File: src/rtl/sdram_arbit_if.sv
// Signal bundle between the SDRAM command generators (init, refresh, write, read)
// and the command arbiter: request/end flags, per-stage buses, grants and SDRAM pins.
interface sdram_arbit_if;
    logic        flag_init_end;
    logic [3:0]  init_cmd;
    logic [11:0] init_addr;
    logic        flag_aref_ask;
    logic        flag_aref_end;
    logic [3:0]  aref_cmd;
    logic [11:0] aref_addr;
    logic        wr_ask;
    logic        flag_wr_end;
    logic [3:0]  wr_cmd;
    logic [11:0] wr_addr;
    logic [1:0]  wr_bank;
    logic        rd_ask;
    logic        flag_rd_end;
    logic [3:0]  rd_cmd;
    logic [11:0] rd_addr;
    logic [1:0]  rd_bank;
    logic        aref_en;
    logic        wr_en;
    logic        rd_en;
    logic [3:0]  sdram_cmd;
    logic [11:0] sdram_addr;
    logic [1:0]  sdram_bank;

    modport slave (
        input  flag_init_end, init_cmd, init_addr,
        input  flag_aref_ask, flag_aref_end, aref_cmd, aref_addr,
        input  wr_ask, flag_wr_end, wr_cmd, wr_addr, wr_bank,
        input  rd_ask, flag_rd_end, rd_cmd, rd_addr, rd_bank,
        output aref_en, wr_en, rd_en,
        output sdram_cmd, sdram_addr, sdram_bank
    );

    modport master (
        output flag_init_end, init_cmd, init_addr,
        output flag_aref_ask, flag_aref_end, aref_cmd, aref_addr,
        output wr_ask, flag_wr_end, wr_cmd, wr_addr, wr_bank,
        output rd_ask, flag_rd_end, rd_cmd, rd_addr, rd_bank,
        input  aref_en, wr_en, rd_en,
        input  sdram_cmd, sdram_addr, sdram_bank
    );
endinterface

File: src/rtl/sdram_arbit.sv
// SDRAM command arbiter: passes init through, then grants refresh/write/read one at a time.
// Define SDRAM_ARBIT_OUT_REG_EN to register the SDRAM pins (one extra cycle of latency).
module sdram_arbit #(
    parameter logic [3:0]  NOP_CMD   = 4'b0111,
    parameter logic [11:0] IDLE_ADDR = 12'd0
) (
    input  logic         sclk,
    input  logic         srst_n,
    sdram_arbit_if.slave arb
);

    typedef enum logic [2:0] {
        ST_INIT  = 3'd0,
        ST_ARBIT = 3'd1,
        ST_AREF  = 3'd2,
        ST_WRITE = 3'd3,
        ST_READ  = 3'd4
    } state_e;

    localparam logic LG_READ  = 1'b0;
    localparam logic LG_WRITE = 1'b1;

    state_e      state_q, state_d;
    logic        last_grant_q, last_grant_d;
    logic        aref_en_q, wr_en_q, rd_en_q;
    logic [3:0]  cmd_s;
    logic [11:0] addr_s;
    logic [1:0]  bank_s;

    // State, fairness bit and grant flops
    always_ff @(posedge sclk or negedge srst_n) begin
        if (!srst_n) begin
            state_q      <= ST_INIT;
            last_grant_q <= LG_READ;
            aref_en_q    <= 1'b0;
            wr_en_q      <= 1'b0;
            rd_en_q      <= 1'b0;
        end else begin
            state_q      <= state_d;
            last_grant_q <= last_grant_d;
            aref_en_q    <= (state_d == ST_AREF);
            wr_en_q      <= (state_d == ST_WRITE);
            rd_en_q      <= (state_d == ST_READ);
        end
    end

    // Next-state logic; every owner returns through ARBIT so the bus sees at least one NOP
    always_comb begin
        state_d      = state_q;
        last_grant_d = last_grant_q;
        case (state_q)
            ST_INIT: begin
                if (arb.flag_init_end) state_d = ST_ARBIT;
                else                   state_d = ST_INIT;
            end
            ST_ARBIT: begin
                if (arb.flag_aref_ask) begin
                    state_d = ST_AREF;
                end else if (arb.wr_ask && (!arb.rd_ask || (last_grant_q == LG_READ))) begin
                    state_d      = ST_WRITE;
                    last_grant_d = LG_WRITE;
                end else if (arb.rd_ask) begin
                    state_d      = ST_READ;
                    last_grant_d = LG_READ;
                end else begin
                    state_d = ST_ARBIT;
                end
            end
            ST_AREF: begin
                if (arb.flag_aref_end) state_d = ST_ARBIT;
                else                   state_d = ST_AREF;
            end
            ST_WRITE: begin
                if (arb.flag_wr_end) state_d = ST_ARBIT;
                else                 state_d = ST_WRITE;
            end
            ST_READ: begin
                if (arb.flag_rd_end) state_d = ST_ARBIT;
                else                 state_d = ST_READ;
            end
            default: begin
                state_d      = ST_INIT;
                last_grant_d = LG_READ;
            end
        endcase
    end

    // Bus mux: the current owner's command, address and bank
    always_comb begin
        cmd_s  = NOP_CMD;
        addr_s = IDLE_ADDR;
        bank_s = 2'd0;
        case (state_q)
            ST_INIT: begin
                cmd_s  = arb.init_cmd;
                addr_s = arb.init_addr;
            end
            ST_AREF: begin
                cmd_s  = arb.aref_cmd;
                addr_s = arb.aref_addr;
            end
            ST_WRITE: begin
                cmd_s  = arb.wr_cmd;
                addr_s = arb.wr_addr;
                bank_s = arb.wr_bank;
            end
            ST_READ: begin
                cmd_s  = arb.rd_cmd;
                addr_s = arb.rd_addr;
                bank_s = arb.rd_bank;
            end
            default: begin
                cmd_s  = NOP_CMD;
                addr_s = IDLE_ADDR;
                bank_s = 2'd0;
            end
        endcase
    end

    assign arb.aref_en = aref_en_q;
    assign arb.wr_en   = wr_en_q;
    assign arb.rd_en   = rd_en_q;

`ifdef SDRAM_ARBIT_OUT_REG_EN
    logic [3:0]  cmd_q;
    logic [11:0] addr_q;
    logic [1:0]  bank_q;

    // Pin register
    always_ff @(posedge sclk or negedge srst_n) begin
        if (!srst_n) begin
            cmd_q  <= NOP_CMD;
            addr_q <= IDLE_ADDR;
            bank_q <= 2'd0;
        end else begin
            cmd_q  <= cmd_s;
            addr_q <= addr_s;
            bank_q <= bank_s;
        end
    end

    assign arb.sdram_cmd  = cmd_q;
    assign arb.sdram_addr = addr_q;
    assign arb.sdram_bank = bank_q;
`else
    // Reset must force NOP at once even though INIT otherwise passes init_cmd straight through
    assign arb.sdram_cmd  = srst_n ? cmd_s  : NOP_CMD;
    assign arb.sdram_addr = srst_n ? addr_s : IDLE_ADDR;
    assign arb.sdram_bank = srst_n ? bank_s : 2'd0;
`endif

endmodule
File: src/flat_wrapper.sv
// flat-port wrapper written by rule: the top's interface ports become plain ports
module sdram_arbit_flat 
#(
    parameter logic [3:0]  NOP_CMD   = 4'b0111,
    parameter logic [11:0] IDLE_ADDR = 12'd0
)
  (sclk, srst_n, arb_flag_init_end, arb_init_cmd, arb_init_addr, arb_flag_aref_ask, arb_flag_aref_end, arb_aref_cmd, arb_aref_addr, arb_wr_ask, arb_flag_wr_end, arb_wr_cmd, arb_wr_addr, arb_wr_bank, arb_rd_ask, arb_flag_rd_end, arb_rd_cmd, arb_rd_addr, arb_rd_bank, arb_aref_en, arb_wr_en, arb_rd_en, arb_sdram_cmd, arb_sdram_addr, arb_sdram_bank);
  sdram_arbit_if arb_i ();
  input  logic sclk;
  input  logic srst_n;
  input wire logic [$bits(arb_i.flag_init_end)-1:0] arb_flag_init_end;
  input wire logic [$bits(arb_i.init_cmd)-1:0] arb_init_cmd;
  input wire logic [$bits(arb_i.init_addr)-1:0] arb_init_addr;
  input wire logic [$bits(arb_i.flag_aref_ask)-1:0] arb_flag_aref_ask;
  input wire logic [$bits(arb_i.flag_aref_end)-1:0] arb_flag_aref_end;
  input wire logic [$bits(arb_i.aref_cmd)-1:0] arb_aref_cmd;
  input wire logic [$bits(arb_i.aref_addr)-1:0] arb_aref_addr;
  input wire logic [$bits(arb_i.wr_ask)-1:0] arb_wr_ask;
  input wire logic [$bits(arb_i.flag_wr_end)-1:0] arb_flag_wr_end;
  input wire logic [$bits(arb_i.wr_cmd)-1:0] arb_wr_cmd;
  input wire logic [$bits(arb_i.wr_addr)-1:0] arb_wr_addr;
  input wire logic [$bits(arb_i.wr_bank)-1:0] arb_wr_bank;
  input wire logic [$bits(arb_i.rd_ask)-1:0] arb_rd_ask;
  input wire logic [$bits(arb_i.flag_rd_end)-1:0] arb_flag_rd_end;
  input wire logic [$bits(arb_i.rd_cmd)-1:0] arb_rd_cmd;
  input wire logic [$bits(arb_i.rd_addr)-1:0] arb_rd_addr;
  input wire logic [$bits(arb_i.rd_bank)-1:0] arb_rd_bank;
  output wire logic [$bits(arb_i.aref_en)-1:0] arb_aref_en;
  output wire logic [$bits(arb_i.wr_en)-1:0] arb_wr_en;
  output wire logic [$bits(arb_i.rd_en)-1:0] arb_rd_en;
  output wire logic [$bits(arb_i.sdram_cmd)-1:0] arb_sdram_cmd;
  output wire logic [$bits(arb_i.sdram_addr)-1:0] arb_sdram_addr;
  output wire logic [$bits(arb_i.sdram_bank)-1:0] arb_sdram_bank;
  assign arb_i.flag_init_end = arb_flag_init_end;
  assign arb_i.init_cmd = arb_init_cmd;
  assign arb_i.init_addr = arb_init_addr;
  assign arb_i.flag_aref_ask = arb_flag_aref_ask;
  assign arb_i.flag_aref_end = arb_flag_aref_end;
  assign arb_i.aref_cmd = arb_aref_cmd;
  assign arb_i.aref_addr = arb_aref_addr;
  assign arb_i.wr_ask = arb_wr_ask;
  assign arb_i.flag_wr_end = arb_flag_wr_end;
  assign arb_i.wr_cmd = arb_wr_cmd;
  assign arb_i.wr_addr = arb_wr_addr;
  assign arb_i.wr_bank = arb_wr_bank;
  assign arb_i.rd_ask = arb_rd_ask;
  assign arb_i.flag_rd_end = arb_flag_rd_end;
  assign arb_i.rd_cmd = arb_rd_cmd;
  assign arb_i.rd_addr = arb_rd_addr;
  assign arb_i.rd_bank = arb_rd_bank;
  assign arb_aref_en = arb_i.aref_en;
  assign arb_wr_en = arb_i.wr_en;
  assign arb_rd_en = arb_i.rd_en;
  assign arb_sdram_cmd = arb_i.sdram_cmd;
  assign arb_sdram_addr = arb_i.sdram_addr;
  assign arb_sdram_bank = arb_i.sdram_bank;
  sdram_arbit #(.NOP_CMD(NOP_CMD), .IDLE_ADDR(IDLE_ADDR)) u_core (.sclk(sclk), .srst_n(srst_n), .arb(arb_i));
endmodule
File: config.mk
export PLATFORM = sky130hd
export DESIGN_NAME = sdram_arbit_flat
export DESIGN_NICKNAME = d
export VERILOG_FILES = /design/src/rtl/sdram_arbit_if.sv /design/src/rtl/sdram_arbit.sv /design/src/flat_wrapper.sv
export SDC_FILE = /design/constraint.sdc
export NUM_CORES = 1
export LEC_CHECK = 0
export BUFFER_PORTS_ARGS = -buffer_cell sky130_fd_sc_hd__buf_2
export CORE_MARGIN = 8
export CORE_UTILIZATION = 31
export CTS_BUF_LIST = sky130_fd_sc_hd__clkbuf_8 sky130_fd_sc_hd__clkbuf_16
export DETAILED_ROUTE_END_ITERATION = 12
export PLACE_DENSITY = 0.76
export SETUP_SLACK_MARGIN = 0.02
export SKIP_LAST_GASP = 1
export SLEW_MARGIN = 5
export SYNTH_ARGS = -nofsm -noshare
export SYNTH_HDL_FRONTEND = slang
export SYNTH_SLANG_ARGS = --single-unit
File: constraint.sdc
create_clock -name sclk -period 1.4 [get_ports sclk]
set_clock_uncertainty 0.2 [all_clocks]
set_input_delay 0.07 -clock sclk [delete_from_list [all_inputs] [get_ports sclk]]
set_output_delay 0.07 -clock sclk [all_outputs]
set_load 0.02 [all_outputs]
; ---- Word-level counts from Yosys, hierarchy flattened
; Index checks and enable logic that the tools add are counted.
; W data, S select, Z words.
[totals]
regBits = 7
inputBits = 77
elab_cells = 40
output_inout_bits = 21
[op_classes]
n_reduce_logical = 6
n_mux = 18
n_eq_ne = 9
n_bitwise = 2
[ops]
columns = op, n
row1 = $pmux W12 S4, 1
row2 = $pmux W4 S4, 1
row3 = $pmux W3 S5, 1
row4 = $eq A3 B2 Y1 const B, 4
row5 = $mux W12, 1
row6 = $mux W3, 4
row7 = $eq A3 B3 Y1 const B, 2
row8 = $mux W2, 3
row9 = $mux W1, 4
row10 = $mux W4, 1
row11 = $pmux W2 S2, 1
row12 = $reduce_or A4 Y1, 1
row13 = $eq A3 B1 Y1 const B, 1
row14 = $logic_not A3 Y1, 1
row15 = $ne A3 B2 Y1 const B, 1
row16 = $reduce_and A3 Y1, 1
row17 = $ne A2 B2 Y1 const B, 1
row18 = $not A1 Y1, 2
row19 = $pmux W1 S2, 1
row20 = $logic_and A1 B1 Y1, 1
row21 = $logic_not A1 Y1, 1
row22 = $logic_or A1 B1 Y1, 1

; ---- Logic depth before layout (Yosys ltp)
[depth]
ltp_word = 7
depth_mapped = 6
mapped_depth_nobuf = 3

; ---- Least setup slack after synthesis
; Ideal clock, no wire load.
[synth_timing]
path_kind = reg2out
from = reg u_core.state_q[1]
to = out arb_sdram_addr[0]
t_arrival_ns = 1.425
path_stages_with_launch = 6
t_required_ns = 1.130
setup_slack_ns = -0.295
n_path_buf = 2
cell_sequence = dfrtp_1 buf_6 a21boi_0 nand2_1 buf_2 nor2_1
[synth_between]
elab_chain_cells = 3
word_cells_on_any_way = 6
cone_classes = eq/ne (3) / mux (2) / reduce/logical (1)
[synth_rtl]
columns = element, line
row1 = start: declaration, sdram_arbit.sv:23  ; state_e state_q, state_d;
row2 = start signal: assignment, sdram_arbit.sv:39  ; state_q <= state_d;
row3 = "$eq A3 B3 Y1, or another cell as far along", sdram_arbit.sv:93  ; case (state_q)
row4 = $pmux W12 S4 *, sdram_arbit.sv:93
row5 = $mux W12 *, sdram_arbit.sv:148  ; assign arb.sdram_addr = srst_n ? addr_s : IDLE_ADDR;
row6 = end: declaration, flat_wrapper.sv:32  ; output wire logic [$bits(arb_i.sdram_addr)-1:0] arb_sdram_addr;
; Every way passes the cells marked *; elsewhere a longest branch is shown, timed or not.

; ---- Worst setup path after layout
[layout_timing]
from = reg u_core.state_q[1]
to = out arb_sdram_addr[6]
; The elaborated chain is that of the path after synthesis.

==> impl_metrics.env <==
export IMPL_outcome="finished, violations left"
export IMPL_violations="setup timing"
export IMPL_final_min_clock_period_ns=1.97
export IMPL_cellPowerDensity_nw_per_um2=1750
export IMPL_synth_flop_cell="dfrtp_1"
export IMPL_power_total_mw=3.49
export IMPL_final_cell_mix="89 x buf_2, 13 x mux2_2, 13 x nor2_2, 13 x buf_6, 13 x buf_4"
export IMPL_power_switching_mw=1.53
export IMPL_maxCapViolCount=0
export IMPL_placed_area_um2=1610
export IMPL_rows=20
export IMPL_max_stage_delay_ns=0.42
export IMPL_cp_top_family="flip-flops"
export IMPL_io_pins=98
export IMPL_clock_sinks=7
export IMPL_synth_edf_count=0
export IMPL_hold_path_class="input port to flip-flop"
export IMPL_cp_max_fo=7
export IMPL_clock_fmax_mhz=509
export IMPL_grt_pass1_wl_mm=7.08
export IMPL_die_area_um2=5000
export IMPL_grt_ovfl_total=0
export IMPL_leakage_nw=0.966
export IMPL_worst_slack_ns=-0.565
export IMPL_ys_types=33
export IMPL_post_dp_hpwl_mm=3.55
export IMPL_wl_per_cell_um=18.4
export IMPL_cts_buffers_inserted=3
export IMPL_ant_nets=0
export IMPL_path_cells="buf_12, mux2_2, a222oi_1, nor2_2, buf_6"
export IMPL_grtUsageTotal=0.169
export IMPL_register_area_um2=178
export IMPL_endpoint_kind="output pin"
export IMPL_grt_max_degree=17
export IMPL_drt_pass1_iter_count=4
export IMPL_final_common_cell="buf_2"
export IMPL_vias_per_cell=5.53
export IMPL_antenna_found_initial=0
export IMPL_seq_area_frac_synth=0.189
export IMPL_fp_dieH_um=70.7
export IMPL_intPower_mw=1.96
export IMPL_setup_viol=25
export IMPL_rsz0062_at_grt="yes"
export IMPL_vias=1448
export IMPL_critPathArrivalTime_ns=1.70
export IMPL_seqPwrFrac=0.102
export IMPL_cp_num_buf_inv=2
export IMPL_routed_wl_mm=4.82
export IMPL_slew_headroom=0.752
export IMPL_syn_num_nets=187
export IMPL_drcViolationCount=0
export IMPL_avgSynthCellArea_um2=8.43
export IMPL_netSwitchingFraction=0.438
export IMPL_clockRootBuffer="clkbuf_8"
export IMPL_multi_input_area_um2=848
export IMPL_syn_inst=110
export IMPL_p_comb_frac=0.813
export IMPL_drv_slew=0
export IMPL_worstSetupPathType="flip-flop to output pin"
export IMPL_fin_area_um2=1990
export IMPL_area_growth_pct=115
export IMPL_io_buffers=97
export IMPL_fin_crit_sh=1.40
export IMPL_clkPwrFrac=0.084
export IMPL_syn_area_um2=927
export IMPL_gp_congestion=0.774
export IMPL_die_w_um=70.7
export IMPL_htree_levels=1
export IMPL_postSynthRegisterBits=7
export IMPL_startpoint_type="flip-flop"
export IMPL_antenna_cells=0
export IMPL_grt_pass1_vias=1598
export IMPL_clk_latency_ns=0.24
export IMPL_drt_iter0_markers=76
export IMPL_core_area_um2=2950
export IMPL_n_fill_cell=239
export IMPL_initial_core_util=0.314
export IMPL_synthArstFlopShare=1.00
export IMPL_cts_tree="yes"
export IMPL_critPathRequiredTime_ns=1.13
export IMPL_finalHoldViolCount=0
export IMPL_clkSlewWorstSetupHoldPaths_ns=0.04
export IMPL_worst_pin_slew_ns=0.370
export IMPL_ir_worst_vdd_v=0.000974
export IMPL_holdWs_ns=0.0294
export IMPL_drive_above_1_share=0.790
export IMPL_yosys_warnings=0
export IMPL_cpMaxStageDelayCell="dfrtp_2"
export IMPL_clockBufferDepth=2
export IMPL_nets=307
[synthesized netlist by cell type, types with 2 or more instances]
library cell   n  area share
o21ai_0        4       0.022
nor2b_1        3       0.020
or3b_2         2       0.019
nand2_1        7       0.028
nand2b_1       2       0.013
a21oi_1        3       0.016
buf_6          4       0.049
inv_1          4       0.016
nor2_1        15       0.061
mux2i_1        2       0.022
dfrtp_1        7        0.19
o2111ai_1      3       0.028
a222oi_1      12        0.13
a22oi_1        7       0.057
buf_2          5       0.027
mux2_2        13        0.16
[tightest hold or removal path, cell delays in order]
cell and delay [ns]:
buf_2 0.13, nand4_1 0.16, a21oi_2 0.07
[registers in the layout, indices dropped and copies added (netlist names)]
name,count
u_core.state_q,3
u_core.arb.aref_en,1
u_core.arb.rd_en,1
u_core.arb.wr_en,1
u_core.last_grant_q,1
[metrics by stage]
stage | worst slack (ns) | cells | utilization | TNS, ns
6_report | -0.565 | 262 | 0.675 | -10.20
5_1_grt | -0.643 | 262 | 0.675 | -11.51
4_1_cts | -0.538 | 257 | 0.608 | -10.20
3_5_place_dp | -0.407 | 246 | 0.547 | -6.34
3_3_place_gp | -0.333 | 246 | 0.547 | -5.56
2_1_floorplan | -0.239 | 110 | - | -3.33
[kinds of logic after synthesis]
logic type	count (synthesis)	share of synthesized area
buffers and inverters	15	0.104
AOI/OAI and AO/OA	34	0.300
muxes	15	0.179
and+or+nand+nor	39	0.228
DFF	7	0.189
[routing by layer]
metal	vias up	part of all wire	global-route usage	wire [µm]
met1	690	0.35	0.166	1700
li1	675	-	-	-
met5	-	0	0	0
met2	75	0.52	0.305	2520
met3	8	0.10	0.0819	505
met4	0	0.020	0.0485	97
[worst paths after layout]
path	slack, ns	cells after the start	to	startpoint
min in group asynchronous	0.23	3	u_core.arb.rd_en	srst_n
max	-0.57	5	arb_sdram_addr[6]	u_core.state_q[1]
max reg2reg	-0.31	5	u_core.arb.wr_en	u_core.state_q[1]
min reg2reg	0.53	3	u_core.last_grant_q	u_core.last_grant_q
min	0.03	3	u_core.state_q[2]	arb_rd_ask
max in group asynchronous	0.48	3	u_core.state_q[2]	srst_n
[area by class of cell]
| class | count | share of cell area |
|---|---|---|
| multi-input combinational | 88 | 0.426 |
| sequential | 7 | 0.0892 |
| tap | 33 | 0.0207 |
| clock buffer | 3 | 0.0207 |
| clock inverter | 1 | 0.00188 |
| inverter | 4 | 0.00754 |
| timing repair buffer | 126 | 0.434 |
[power by group through the flow]
stage / logic [mW] / registers (mW) / clock network (mW)
floorplan: 1.45 / 0.372 / 0
detailed placement: 2.18 / 0.342 / 0
finish: 2.84 / 0.357 / 0.294
global placement: 2.16 / 0.340 / 0
CTS: 2.41 / 0.347 / 0.294
global route: 3.01 / 0.366 / 0.311
[timing repair]
| item | 4_1_cts | 5_1_grt |
|---|---|---|
| gates cloned | 0 | 1 |
| endpoints found under the setup margin | 25 | 25 |
| pin swaps | 20 | 13 |
| hold buffers | 4 | 0 |
| gates resized for setup | 20 | 34 |
| setup buffers | 3 | 6 |
| hold endpoints to repair | 11 | 0 |
Note: power is estimated with default switching activity, not from simulation.
